[src/rtl/rob_rename_buffer.sv]
// Per-ROB-entry result/readiness store read by rename to resolve ROB-tagged operands.
// Optional macro ROB_RENAME_BYPASS_EN forwards a same-cycle CDB result to the read ports.
module rob_rename_buffer #(
  parameter int WIDTH = 31,
  parameter int ROB   = 2
) (
  input  logic           clk,
  input  logic           globalResetN,
  input  logic           validBroadcast,
  input  logic [ROB:0]   robEntry,
  input  logic [WIDTH:0] result,
  input  logic           robWrite,
  input  logic           freeze,
  input  logic [ROB:0]   robAllocation,
  input  logic           wcommit,
  input  logic [ROB:0]   ROBcommit,
  input  logic [ROB:0]   rob1,
  input  logic [ROB:0]   rob2,
  output logic [WIDTH:0] ROBValue1,
  output logic [WIDTH:0] ROBValue2,
  output logic           valid1,
  output logic           valid2
);

  localparam int DEPTH = 1 << (ROB + 1);

  logic [WIDTH:0] value_q [DEPTH];
  logic [WIDTH:0] value_d [DEPTH];
  logic [DEPTH-1:0] valid_q;
  logic [DEPTH-1:0] valid_d;
  logic allocate;

  assign allocate = robWrite && !freeze;

  // Later assignments win: commit-clear, then broadcast, then allocation.
  // An allocation colliding with a broadcast discards the broadcast entirely.
  always_comb begin
    value_d = value_q;
    valid_d = valid_q;
    if (wcommit) begin
      valid_d[ROBcommit] = 1'b0;
    end
    if (validBroadcast && !(allocate && (robAllocation == robEntry))) begin
      value_d[robEntry] = result;
      valid_d[robEntry] = 1'b1;
    end
    if (allocate) begin
      valid_d[robAllocation] = 1'b0;
    end
  end

  always_ff @(posedge clk) begin
    if (!globalResetN) begin
      valid_q <= '0;
      for (int i = 0; i < DEPTH; i++) begin
        value_q[i] <= '0;
      end
    end else begin
      valid_q <= valid_d;
      for (int i = 0; i < DEPTH; i++) begin
        value_q[i] <= value_d[i];
      end
    end
  end

`ifdef ROB_RENAME_BYPASS_EN
  always_comb begin
    if (validBroadcast && (robEntry == rob1)) begin
      ROBValue1 = result;
      valid1    = 1'b1;
    end else begin
      ROBValue1 = value_q[rob1];
      valid1    = valid_q[rob1];
    end
    if (validBroadcast && (robEntry == rob2)) begin
      ROBValue2 = result;
      valid2    = 1'b1;
    end else begin
      ROBValue2 = value_q[rob2];
      valid2    = valid_q[rob2];
    end
  end
`else
  assign ROBValue1 = value_q[rob1];
  assign valid1    = valid_q[rob1];
  assign ROBValue2 = value_q[rob2];
  assign valid2    = valid_q[rob2];
`endif

endmodule

[config.mk]
export PLATFORM = sky130hd
export DESIGN_NAME = rob_rename_buffer
export DESIGN_NICKNAME = d
export VERILOG_FILES = /design/src/rtl/rob_rename_buffer.sv
export SDC_FILE = /design/constraint.sdc
export NUM_CORES = 1
export LEC_CHECK = 0
export CORE_MARGIN = 8
export CORE_UTILIZATION = 64
export DETAILED_ROUTE_END_ITERATION = 8
export DONT_BUFFER_PORTS = 1
export HOLD_SLACK_MARGIN = 0.03
export PLACE_DENSITY = 0.8
export SYNTH_ARGS = -nofsm -noshare
export SYNTH_HDL_FRONTEND = slang
export SYNTH_SLANG_ARGS = --single-unit
[constraint.sdc]
create_clock -name clk -period 2.15 [get_ports clk]
set_input_delay 0.215 -clock clk [delete_from_list [all_inputs] [get_ports clk]]
set_output_delay 0.215 -clock clk [all_outputs]
set_load 0.005 [all_outputs]
==> results of run 1 <==
-- worst max-delay path: stages --
cell,delay [ns]
dlygate4sd3_1,0.61
or2b_1,0.26
o21ai_0,0.20
dlygate4sd3_1,0.58
a21oi_1,0.04
dlygate4sd3_1,0.56
-- path summary, 6_finish.rpt --
kind                         start      endpoint  cells past startpoint  slack [ns]
setup / recovery  robAllocation[2]    valid_q[5]                      6        0.12
hold / removal           result[8]  value_q[232]                      2        0.01
setup reg to reg      value_q[193]  value_q[193]                      4        0.35
hold reg to reg        value_q[46]   value_q[46]                      2        0.48
-- kinds of logic (layout without fill, tap and decap cells) --
group                     Yosys count  count (layout)
xor gates and xnor gates            3               3
DFF                               264             264
buffers and inverters              96             325
and+or+nand+nor                   307             307
muxes                             454             454
AOI/OAI and AO/OA                  32              32
-- flip-flops by register name, summed over array words and instances, names as in the netlist --
signal / cells
valid_q: 8
value_q: 256
-- metal layers --
metal | share of wire, % | track usage (%)
met1 | 38 | 34.9
met2 | 51 | 52.9
met3 | 7.2 | 6.42
met4 | 4.1 | 14.7
met5 | 0 | 0
-- power by group --
| part | internal (mW) | leakage [nW] | switching [mW] |
|---|---|---|---|
| registers | 5.00 | 2.14 | 0.0855 |
| logic | 0.490 | 4.98 | 0.392 |
| clock network | 3.17 | 0.499 | 2.09 |
| total | 8.66 | 7.62 | 2.57 |
-- cell type report --
type / count / area [sq um]
Fill cell: 1113 / 3750
Clock inverter: 14 / 176
Multi-Input combinational cell: 796 / 7940
Sequential cell: 264 / 5290
Timing Repair Buffer: 271 / 2760
Clock buffer: 40 / 827
Tap cell: 275 / 344
-- per-stage QoR --
stage	setup WS, ns	std cells
3_5_place_dp	0.496	1352
5_1_grt	0.105	1660
6_report	0.119	1660
3_3_place_gp	0.518	1352
2_1_floorplan	0.363	1156
4_1_cts	0.241	1660
-- timing repair --
action | 4_1_cts | 5_1_grt
hold endpoints to repair | 264 | 0
hold buffers | 254 | 0
gates resized for setup | 0 | 0
-- synth_stat cells (all sizes together) --
library cell | instances | area share, %
or3b | 1 | 0.063
or2b | 1 | 0.054
nor4b | 1 | 0.063
clkbuf | 43 | 1.2
mux2 | 66 | 5.4
nand3b | 1 | 0.054
mux2i | 256 | 19
buf | 53 | 2.9
nand2 | 291 | 7.9
o41ai | 8 | 1.6
a21oi | 8 | 0.29
o21ai | 12 | 0.44
dfxtp | 264 | 38
nand2b | 5 | 0.23
and4bb | 3 | 0.27
and4b | 3 | 0.22
xor2 | 3 | 0.60
and4 | 1 | 0.063
o31ai | 4 | 0.22
mux4 | 132 | 22
==> impl_metrics.py, run 1 <==
metrics = {
    "run_status": {
        "outcome": "complete, no violations",
    },
    "finish": {
        "flow.area_growth_from_synthesis_pct": 25.7,
        "fin_area_sq_mm": 0.0173,
        "drive_above_1_share_pct": 20.2,
        "final_common_cell": "nand2_1",
        "nNetsFinal": 1415,
        "layout_common_cells": "291 x nand2_1, 264 x dfxtp_1, 256 x mux2i_1",
        "n_antenna_cell": 0,
        "fin_util_pct": 82.2,
    },
    "sta": {
        "fmax_ghz": 0.492,
        "grt_setup_unrepaired": "false",
        "holdWs_ns": 0.0124,
        "hold_viol_final": 0,
        "setup_tns_ns": 0,
        "period_share_pct": 94.5,
        "finalSetupViolations": 0,
        "worst_pin_slew_ns": 0.642,
        "fin_skew_ns": 0,
        "maxSlewHeadroom_pct": 56.6,
        "finalMaxSlewViolations": 0,
        "fin_crit_ns": 2.03,
    },
    "clock_tree": {
        "postCtsSetupRepairBufs": 0,
        "clk_pin_slew_ns": 0.07,
        "root_buffer": "clkbuf_16",
        "numCtsBuffers": 29,
        "cts_max_level": 1,
        "clk_latency_ns": 0.55,
        "cts_tree": "done",
        "clockBufferDepth": 3,
        "cts.sinks": 264,
    },
    "routing": {
        "drcViolationCount": 0,
        "vias_per_cell": 6.47,
        "num_vias": 10733,
        "wl_per_cell_microns": 24.5,
        "drtAntennaViolNets": 0,
        "firstDrtPassIters": 5,
        "wl_microns": 40600,
        "first_iter_violations": 767,
    },
    "yosys": {
        "synthSimpleGateAreaFrac_pct": 8.93,
        "ys_ff_latch": 264,
        "synth_top_family_by_area": "multiplexers",
        "muxShareOfSynthArea_pct": 45.5,
        "mappedNetlistArea_sq_mm": 0.0138,
        "yosys_warnings": 0,
        "avgSynthCellArea_sq_um": 11.9,
        "synthCells": 1156,
        "synth_compound_area_share_pct": 2.54,
        "yosysSeqAreaShare_pct": 38.3,
        "synth_xor_area_share_pct": 0.598,
        "synth_nets": 1209,
        "synth_fa_ha_area_share_pct": 0,
        "ys_types": 23,
    },
    "pwr": {
        "total_power_mw": 11.2,
        "peakVddDrop_mv": 0.617,
        "power_leakage_nw": 7.62,
        "power_density_mw_per_mm2": 648,
    },
    "critical_path": {
        "cp_data_required_time_ns": 2.59,
        "critPathCaptureType": "register",
        "critPathKind": "in -> reg",
        "critPathLaunchType": "input pin",
        "path_max_fanout": 4,
        "cp.arrival_ns": 2.47,
    },
    "placement": {
        "globalplace.congestion": 0.739,
        "dpl.hpwl_microns": 18500,
        "portBuffers": 0,
        "postPlaceCellArea_sq_mm": 0.0138,
    },
    "floorplanning": {
        "initial_core_util_pct": 65.4,
        "die_w_microns": 163,
        "die_h_microns": 163,
        "dieArea_sq_mm": 0.0265,
        "ios": 119,
        "fp-row-count": 53,
        "core_area_sq_mm": 0.0211,
    },
    "grt": {
        "grt_pass1_wl_microns": 63900,
        "grt_pass1_vias": 11634,
        "track_usage_pct": 30.3,
        "grt_overflow_total": 0,
        "antenna_found_initial": 0,
        "grt_max_degree": 194,
    },
    "flow_run": {
        "max_cap_viol_count": 0,
    },
    "worst_hold_path": {
        "worst_hold_path_type": "in -> reg",
    },
}
Note: power is estimated with default switching activity, not from simulation.
==> inputs of run 2 (changes only) <==
CORE_UTILIZATION = 59   (was 64)
DONT_BUFFER_PORTS = not set   (was 1)
PLACE_DENSITY = 0.81   (was 0.8)
==> run 2 against run 1 <==
- count of clock-buffer cells in the layout rose by 1
- global-route usage shrank 6.4 points
- worst hold slack improved by 0.14 ns
- worst setup slack worse by 0.089 ns
- first-iteration DRC count decreased by 13%
==> impl_metrics.py, run 2 (same netlist as run 1, synthesis figures left out) <==
metrics = {
    "run_status": {
        "outcome": "complete, no violations",
    },
    "sta": {
        "finalSetupViolations": 0,
        "hold_viol_final": 0,
        "finalMaxSlewViolations": 0,
        "maxSlewHeadroom_pct": 62.1,
        "layout_setup_ws_ns": 0.0301,
        "fin_skew_ns": 0,
        "worst_pin_slew_ns": 0.567,
        "holdWs_ns": 0.153,
        "fin_crit_ns": 2.12,
        "period_share_pct": 98.6,
        "fmax_ghz": 0.472,
    },
    "clock_tree": {
        "postCtsSetupRepairBufs": 0,
        "cts.sinks": 264,
        "cts_hold_buf": 0,
        "root_buffer": "clkbuf_16",
        "cts_max_level": 1,
        "cts_tree": "done",
        "clk_latency_ns": 0.53,
        "clockBufferDepth": 3,
        "cts_resized": 66,
        "clk_pin_slew_ns": 0.06,
        "numCtsBuffers": 28,
    },
    "finish": {
        "drive_above_1_share_pct": 26.5,
        "flow.area_growth_from_synthesis_pct": 20.7,
        "n_fill_cell": 1613,
        "layout_common_cells": "291 x nand2_1, 256 x mux2i_1, 253 x dfxtp_1",
        "final_common_cell": "nand2_1",
        "nNetsFinal": 1332,
        "fin_util_pct": 71.8,
        "regMostFlops": "value_q",
        "seqCellArea_sq_mm": 0.00530,
        "n_antenna_cell": 0,
        "multi_input_area_sq_mm": 0.00798,
        "largest_reg_flops": 256,
        "reg.largest.list": "value_q x256, valid_q x8",
        "final_cell_count_no_fill": 1616,
    },
    "floorplanning": {
        "dieArea_sq_mm": 0.0285,
        "die_h_microns": 169,
        "initial_core_util_pct": 59.5,
        "fp-row-count": 56,
        "core_area_sq_mm": 0.0232,
        "ios": 119,
        "die_w_microns": 169,
    },
    "routing": {
        "wl_per_cell_microns": 21.2,
        "first_iter_violations": 666,
        "vias_per_cell": 6.06,
        "num_vias": 9800,
        "wl_microns": 34200,
        "drcViolationCount": 0,
        "drtAntennaViolNets": 0,
        "firstDrtPassIters": 5,
    },
    "critical_path": {
        "critPathLaunchType": "register",
        "path_max_fanout": 3,
        "cp.arrival_ns": 1.90,
        "cp_data_required_time_ns": 1.93,
        "critPathCaptureType": "primary output",
        "critPathKind": "reg -> out",
        "r2r_cells": 2,
    },
    "placement": {
        "dp_cells": 1568,
        "globalplace.congestion": 0.790,
        "pre_cts_slack_ns": -0.0854,
        "portBuffers": 118,
        "dpl.hpwl_microns": 22500,
    },
    "grt": {
        "grt_overflow_total": 0,
        "track_usage_pct": 23.9,
        "grt_pass1_vias": 10609,
        "grt_max_degree": 47,
        "grt_pass1_wl_microns": 55400,
        "antenna_found_initial": 0,
    },
    "worst_hold_path": {
        "worst_hold_path_type": "in -> reg",
        "holdPathStages": 3,
    },
    "pwr": {
        "power_leakage_nw": 7.89,
        "peakVddDrop_mv": 0.912,
        "power_density_mw_per_mm2": 684,
    },
    "flow_run": {
        "max_cap_viol_count": 0,
    },
}
## run 2: cell count changes in the layout (fill, tap and decap cells not counted), moves of 25 or more
cell,before,now
dlygate4sd3_1,253,0
dlygate4sd2_1,0,61
clkdlybuf4s50_1,0,45
buf_4,11,44
buf_12,6,31
## run 2: final timing paths
check | start | to | slack (ns)
worst max register to register | valid_q[1] | valid_q[1] | 1.45
worst max-delay path | value_q[156] | ROBValue1[28] | 0.03
worst min-delay path | globalResetN | value_q[115] | 0.15
worst min register to register | value_q[71] | value_q[71] | 0.47
## run 2: metal layers
metal | share of wire (%) | global-route usage (%) | wire length, microns
met1 | 40 | 28.7 | 13800
met2 | 52 | 43.3 | 17800
met3 | 5.1 | 3.38 | 1760
met4 | 2.5 | 8.23 | 865
met5 | 0 | 0 | 0
## run 2: cell type report
| type | instances | area share (%) |
|---|---|---|
| repair buffers | 189 | 12.1 |
| clock inverters | 7 | 0.834 |
| flip-flops and latches | 264 | 31.8 |
| well taps | 319 | 2.40 |
| clock buffers | 41 | 4.99 |
| multi-input cells | 796 | 47.9 |
## run 2: worst max-delay path, cell delays in order, from the launching register on
cell	delay, ns
dfxtp_1	0.33
mux4_2	0.48
mux2_2	0.30
dlygate4sd2_1	0.27
## run 2: through the flow
step,instance area (sq um),power (mW),setup TNS (ns)
2_1_floorplan,13800,5.94,0
3_3_place_gp,15700,6.42,-0.884
3_5_place_dp,15700,6.45,-3.40
4_1_cts,16600,11.4,0
5_1_grt,16700,11.7,-0.00339
6_report,16700,11.4,0
## run 2: where the power goes
group	switching, mW	total [mW]	internal, mW
sequential	0.0791	5.08	5.01
clock	1.94	5.07	3.14
combinational	0.635	1.24	0.605
==> inputs of run 3 (changes only) <==
--- a/constraint.sdc
+++ b/constraint.sdc
@@ -3,2 +3,2 @@
 set_output_delay 0.215 -clock clk [all_outputs]
-set_load 0.005 [all_outputs]
+set_load 0.1 [all_outputs]
==> run 3 against run 2 <==
- sequential power about the same
- wire length increased by 0.69%
- register-to-register slack about the same
- worst setup slack improved by 0.059 ns
- clock skew unchanged
- flip-flop and latch count unchanged
- count of clock-buffer cells in the layout decreased by 1
==> impl_metrics.py, run 3 (same netlist as run 1, synthesis figures left out) <==
metrics = {
    "sta": {
        "fmax_ghz": 0.485,
        "fin_skew_ns": 0,
        "finalMaxSlewViolations": 0,
        "finalSetupViolations": 0,
        "grt_setup_unrepaired": "false",
        "worst_pin_slew_ns": 0.563,
        "fin_crit_ns": 2.06,
        "maxSlewHeadroom_pct": 62.4,
        "period_share_pct": 95.8,
        "hold_viol_final": 0,
    },
    "routing": {
        "drcViolationCount": 0,
        "vias_per_cell": 6.17,
        "num_vias": 9811,
        "first_iter_violations": 659,
        "wl_per_cell_microns": 21.6,
        "firstDrtPassIters": 5,
        "drtAntennaViolNets": 0,
        "wl_microns": 34400,
    },
    "critical_path": {
        "r2r_setup_slack_ns": 1.45,
        "timing.rr.start": "value_q[252]",
        "reg2reg_to": "value_q[252]",
        "critPathLaunchType": "register",
        "r2r_cells": 2,
        "critPathKind": "reg -> out",
        "crit_start": "value_q[150]",
        "critPathCaptureType": "primary output",
        "cp.arrival_ns": 1.85,
        "cp_data_required_time_ns": 1.93,
        "crit_end": "ROBValue1[22]",
        "path_max_fanout": 3,
    },
    "grt": {
        "grt_overflow_total": 0,
        "grt_max_degree": 58,
        "track_usage_pct": 24.2,
        "grt_pass1_vias": 10577,
        "grt_pass1_wl_microns": 55800,
        "antenna_found_initial": 0,
    },
    "clock_tree": {
        "cts_max_level": 1,
        "clockBufferDepth": 3,
        "clk_pin_slew_ns": 0.06,
        "clk_latency_ns": 0.52,
        "postCtsSetupRepairBufs": 0,
        "cts_tree": "done",
        "cts.sinks": 264,
        "root_buffer": "clkbuf_16",
        "cts_hold_buf": 0,
        "numCtsBuffers": 27,
        "cts_resized": 0,
    },
    "finish": {
        "reg.largest.list": "value_q x256, valid_q x8",
        "final_cell_count_no_fill": 1591,
        "regMostFlops": "value_q",
        "fin_area_sq_mm": 0.0170,
        "n_antenna_cell": 0,
        "drive_above_1_share_pct": 29.4,
        "layout_common_cells": "291 x nand2_1, 264 x dfxtp_1, 256 x mux2i_1",
        "nNetsFinal": 1309,
        "flow.area_growth_from_synthesis_pct": 23.1,
        "final_common_cell": "nand2_1",
        "largest_reg_flops": 256,
    },
    "pwr": {
        "power_density_mw_per_mm2": 659,
        "peakVddDrop_mv": 0.488,
        "power_leakage_nw": 7.70,
    },
    "flow_run": {
        "max_cap_viol_count": 0,
    },
    "placement": {
        "portBuffers": 118,
        "dp_cells": 1546,
        "dpl.hpwl_microns": 22200,
        "postPlaceCellArea_sq_mm": 0.0161,
        "globalplace.congestion": 0.770,
    },
    "floorplanning": {
        "core_area_sq_mm": 0.0232,
        "die_w_microns": 169,
        "fp-row-count": 56,
        "initial_core_util_pct": 59.5,
        "die_h_microns": 169,
        "dieArea_sq_mm": 0.0285,
        "ios": 119,
    },
    "worst_hold_path": {
        "worst_hold_path_type": "in -> reg",
    },
    "run_status": {
        "outcome": "complete, no violations",
    },
}
run 3: cell count changes in the layout (fill, tap and decap cells not counted), sizes merged, moves of 2 or more:
cell	delta
buf	+44
bufinv	-3
clkdlybuf4s15	-5
clkinv	+2
dlygate4sd2	-61
run 3: metrics by stage:
stage,hold WS (ns),setup slack [ns],setup TNS [ns],util [%],total power [mW]
3_5_place_dp,0.464,-0.0791,-3.69,69.6,6.79
4_1_cts,0.135,0.0781,0,73.2,11.2
5_1_grt,0.151,0.0474,0,73.2,11.5
2_1_floorplan,0.392,0.147,0,-,6.22
6_report,0.151,0.0895,0,73.2,11.2
3_3_place_gp,0.451,0.000709,0,69.6,6.76
run 3: worst max-delay path, cell delays in order, from the launching register on:
cell	delay, ns
dfxtp_1	0.33
mux4_2	0.47
mux2_2	0.33
buf_12	0.18
run 3: how the worst min path moves through the flow:
| stage | startpoint | to | slack [ns] | cells past startpoint |
|---|---|---|---|---|
| floorplan | robAllocation[2] | valid_q[0] | 0.39 | 2 |
| global placement | value_q[255] | value_q[255] | 0.45 | 2 |
| detailed placement | value_q[54] | value_q[54] | 0.46 | 2 |
| CTS | globalResetN | value_q[234] | 0.14 | 3 |
| global route | globalResetN | value_q[110] | 0.15 | 3 |
| finish | globalResetN | value_q[44] | 0.15 | 3 |
run 3: report_power, final:
part,total (mW),switching (mW),internal (mW)
Combinational,1.60,0.923,0.678
Sequential,5.08,0.0795,5.00
Clock,4.51,1.87,2.65
Total,11.2,2.87,8.33
run 3: routing by layer:
layer | up-vias | track usage [%] | share of wire (%)
li1 | 4422 | - | -
met1 | 4956 | 28.7 | 39
met2 | 343 | 43.5 | 52
met3 | 90 | 3.31 | 5.9
met4 | 0 | 9.63 | 3.2
met5 | - | 0 | 0
run 3: area by class of cell:
cell class | instances | area [sq um]
multi-input combinational | 796 | 7940
timing repair buffer | 167 | 2510
clock buffer | 40 | 795
sequential | 264 | 5290
clock inverter | 5 | 50.0
tap | 319 | 399
fill | 1516 | 6210
==> RTL change 1: new RTL, config.mk and constraints of run 1 <==
Change the parameter `ROB` from 2 to 1.
--- a/src/rtl/rob_rename_buffer.sv
+++ b/src/rtl/rob_rename_buffer.sv
@@ -4,3 +4,3 @@
   parameter int WIDTH = 31,
-  parameter int ROB   = 2
+  parameter int ROB   = 1
 ) (
Ports: changed (5 resized); port bits go from 119 to 114. The function was not compared with the original's and may differ.
==> RTL change 1 against run 1 <==
  * The flow now stops in clock tree synthesis
  * Area after synthesis shrank 53%
==> RTL change 1: results (changes against run 1) <==
Syn Nets - 606 (was 1209)
Global placer's final weighted congestion - 0.7545 (was 0.7393)
Ys async rst share - 0% (unchanged)
Status - did not finish (was finished clean)
Synthesized flop and latch total - 132 (was 264)
Cts bufs inserted - 17 (was 29)
Root Driver - clkbuf_8 (was clkbuf_16)
Dpl hpwl - 9.065 mm (was 18.51 mm)
H-Tree Level Count - 4 (was 1)
Halt Stage - clock tree synthesis
Top cells by area, synth - dfxtp_1 (41%), mux4_2 (23%), mux2i_1 (20%) (was dfxtp_1 (38%), mux4_2 (22%), mux2i_1 (19%))
Main synth FF type - dfxtp_1 (unchanged)
PostCTS Resize Cnt - 0 (unchanged)
Error msg - [ERROR RSZ-0060] Max buffer count reached.
Cell variety after synth - 26 (was 23)
Part of the Yosys area used for sequential elements - 41.09% (was 38.30%)
Clk buf depth - 2 (was 3)
Syn. warnings - 0 (unchanged)
Postcts setup bufs - 0 (unchanged)
IO Port Bufs - 0 (unchanged)
CTS Hold Bufs - 137 (was 254)
Synth cell count leaders - nand2_1 (163), dfxtp_1 (132), mux2i_1 (128) (was nand2_1 (291), dfxtp_1 (264), mux2i_1 (256))
[RTL change 1: stage by stage]
step	hold slack [ps]	cells	worst slack [ps]	cell area (sq um)	utilization [%]
2_1_floorplan	321.4	558	600.8	6431	-
3_3_place_gp	335.8	650	726.0	6431	65.80
3_5_place_dp	332.9	650	670.6	6431	65.80
[RTL change 1: cells by family after synthesis]
| group | Yosys count | synth area share [%] |
|---|---|---|
| AOI/OAI and AO/OA | 8 | 0.9535 |
| and+or+nand+nor | 175 | 10.99 |
| DFF | 132 | 41.09 |
| muxes | 194 | 43.04 |
| buffers and inverters | 49 | 3.930 |
==> RTL change 2: new RTL, flow settings as in run 1 <==
Without the edit above. Make the reset (`globalResetN`) asynchronous in one clocked block.
--- a/src/rtl/rob_rename_buffer.sv
+++ b/src/rtl/rob_rename_buffer.sv
@@ -51,3 +51,3 @@
 
-  always_ff @(posedge clk) begin
+  always_ff @(posedge clk or negedge globalResetN) begin
     if (!globalResetN) begin
Behaviour: not the same (Yosys sat finds a counterexample within 4 cycles, from zero or initial values and one cycle with globalResetN low; the reset may be asserted at any time).
==> RTL change 2 against run 1 <==
  * The flow now finishes with violations (hold timing)
  * Cell area down 11%
  * Die area up 1.1%
  * Area after synthesis up 1.2%
  * Final cell count down 32%
  * Sequential cell count unchanged
  * Setup slack better by 59 ps
  * Non-clock buffer count down 218
  * Fmax up 3.0%
  * Wire length down 21%
  * Clock skew unchanged
  * Register-to-register slack better by 560 ps
  * Critical path type unchanged
  * Largest cell class unchanged
Power is not compared: it rests on default switching activity, and its combinational part moved more than twofold at a synthesized area within 25%.
==> RTL change 2: results (changes against run 1) <==
Dpl hpwl - 18.78 mm (was 18.51 mm)
Drt total wl - 32.17 mm (was 40.60 mm)
Initial DRC Count - 677 (was 767)
IO Port Bufs - 0 (unchanged)
Highest cell delay on the worst timing path - 660 ps (was 610 ps)
Delay-heaviest family, CP - buffers and inverters (unchanged)
Via/cell ratio - 6.989 (was 6.466)
Initial antenna violation count - 2 (was 0)
Nets@finish - 896 (was 1415)
Clock slew at reported path FFs - 60 ps
Failing checks - hold timing
TritonRoute pass-1 iters - 5 (unchanged)
Layout cell share with drive strength beyond 1 - 59.74% (was 20.22%)
Cell variety after synth - 28 (was 23)
Part of the Yosys area used for sequential elements - 47.32% (was 38.30%)
Total Routing Usage GR - 24.93% (was 30.33%)
Mean Syn Cell Area - 16.90 sq um (was 11.94 sq um)
Postcts setup bufs - 0 (unchanged)
Critical-path maximum fanout - 12 (was 4)
FILL cells - 1323 (was 1113)
Ys async rst share - 100.0% (was 0%)
Clock latency on the worst-skew pair - 540 ps
WHS - -615.2 ps (was 12.43 ps)
Leak - 6.257 nW
Clk buf depth - 3 (unchanged)
Cts bufs inserted - 27 (was 29)
Root Driver - clkbuf_16 (unchanged)
Inserted Diodes - 0 (unchanged)
Global placer's final weighted congestion - 0.8451 (was 0.7393)
HP Class - input port to async pin (was input port to flip-flop)
Top cells by area, synth - dfrtp_1 (47%), mux2_2 (24%), mux4_2 (21%) (was dfxtp_1 (38%), mux4_2 (22%), mux2i_1 (19%))
Status - finished, violations left (was finished clean)
Placed cell count - 1056 (was 1352)
Syn. warnings - 0 (unchanged)
H-Tree Level Count - 1 (unchanged)
Wire length per cell - 28.29 um (was 24.46 um)
Top flop regs - value_q (256), valid_q (8) (unchanged)
Vias in the first global route - 8860 (was 11630)
First-pass GRT wire length - 51.78 mm (was 63.94 mm)
PostCTS Resize Cnt - 0 (unchanged)
Slew headroom - 54.15% (was 56.59%)
CTS Hold Bufs - 38 (was 254)
Clk_skew - 0 ps (unchanged)
Peak VDD IR - 0.6343 mV
Final hold vios - 264 (was 0)
Syn Nets - 879 (was 1209)
Largest net degree at the start of global routing - 265 (was 194)
Slowest cell on the critical path - o211a_2 (was dlygate4sd3_1)
Synth cell count leaders - mux2_2 (293), dfrtp_1 (264), mux4_2 (132) (was nand2_1 (291), dfxtp_1 (264), mux2i_1 (256))
## RTL change 2: routing by layer
layer  GRT usage, %  share of wire, %
met1          32.68                40
met2          42.21                51
met3          5.238               6.1
met4          6.116               2.3
met5              0             0.056
## RTL change 2: worst paths after layout
path                            slack, ps              from           end  depth (start not counted)
worst max-delay path                  180  robAllocation[2]   value_q[94]                          5
worst min-delay path                 -620      globalResetN  value_q[119]                          0
worst max register to register        910        valid_q[0]    valid_q[0]                          3
worst min register to register        520      value_q[189]  value_q[189]                          1
max in group asynchronous            2420      globalResetN   value_q[17]                          0
min in group clk                       60      ROBcommit[1]    valid_q[7]                          3
## RTL change 2: cell families (layout without fill, tap and decap cells)
group                  count (synthesis)  in the layout  synth area share (%)
multiplexers                         454            454                 48.05
flip-flops                           264            264                 47.32
buffers and inverters                 66             97                 2.438
AND/OR/NAND/NOR                       23             23                0.9949
AO/OA/AOI/OAI                         19             19                 1.192
## RTL change 2: through the flow
stage          utilization [%]  area (sq um)  hold WS (ps)  setup slack (ps)
4_1_cts                  71.20         15390        -630.1             180.2
3_3_place_gp             65.69         14200        -69.69             248.3
2_1_floorplan                -         13960        -80.59             376.3
5_1_grt                  71.20         15390        -642.9             158.7
3_5_place_dp             65.69         14200        -68.41             172.1
6_report                 71.20         15390        -615.2             177.9
## RTL change 2: power by group
group	switching, mW	internal [mW]
clock	1.83	2.52
sequential	0.843	6.11
combinational	0.973	2.28
## RTL change 2: area by class of cell
| type | instances | area share, % |
|---|---|---|
| timing repair buffer | 53 | 3.771 |
| clock buffer | 41 | 5.185 |
| multi-input combinational | 496 | 45.74 |
| tap | 280 | 2.276 |
| clock inverter | 2 | 0.08940 |
| sequential | 264 | 42.91 |
| inverter | 1 | 0.02438 |
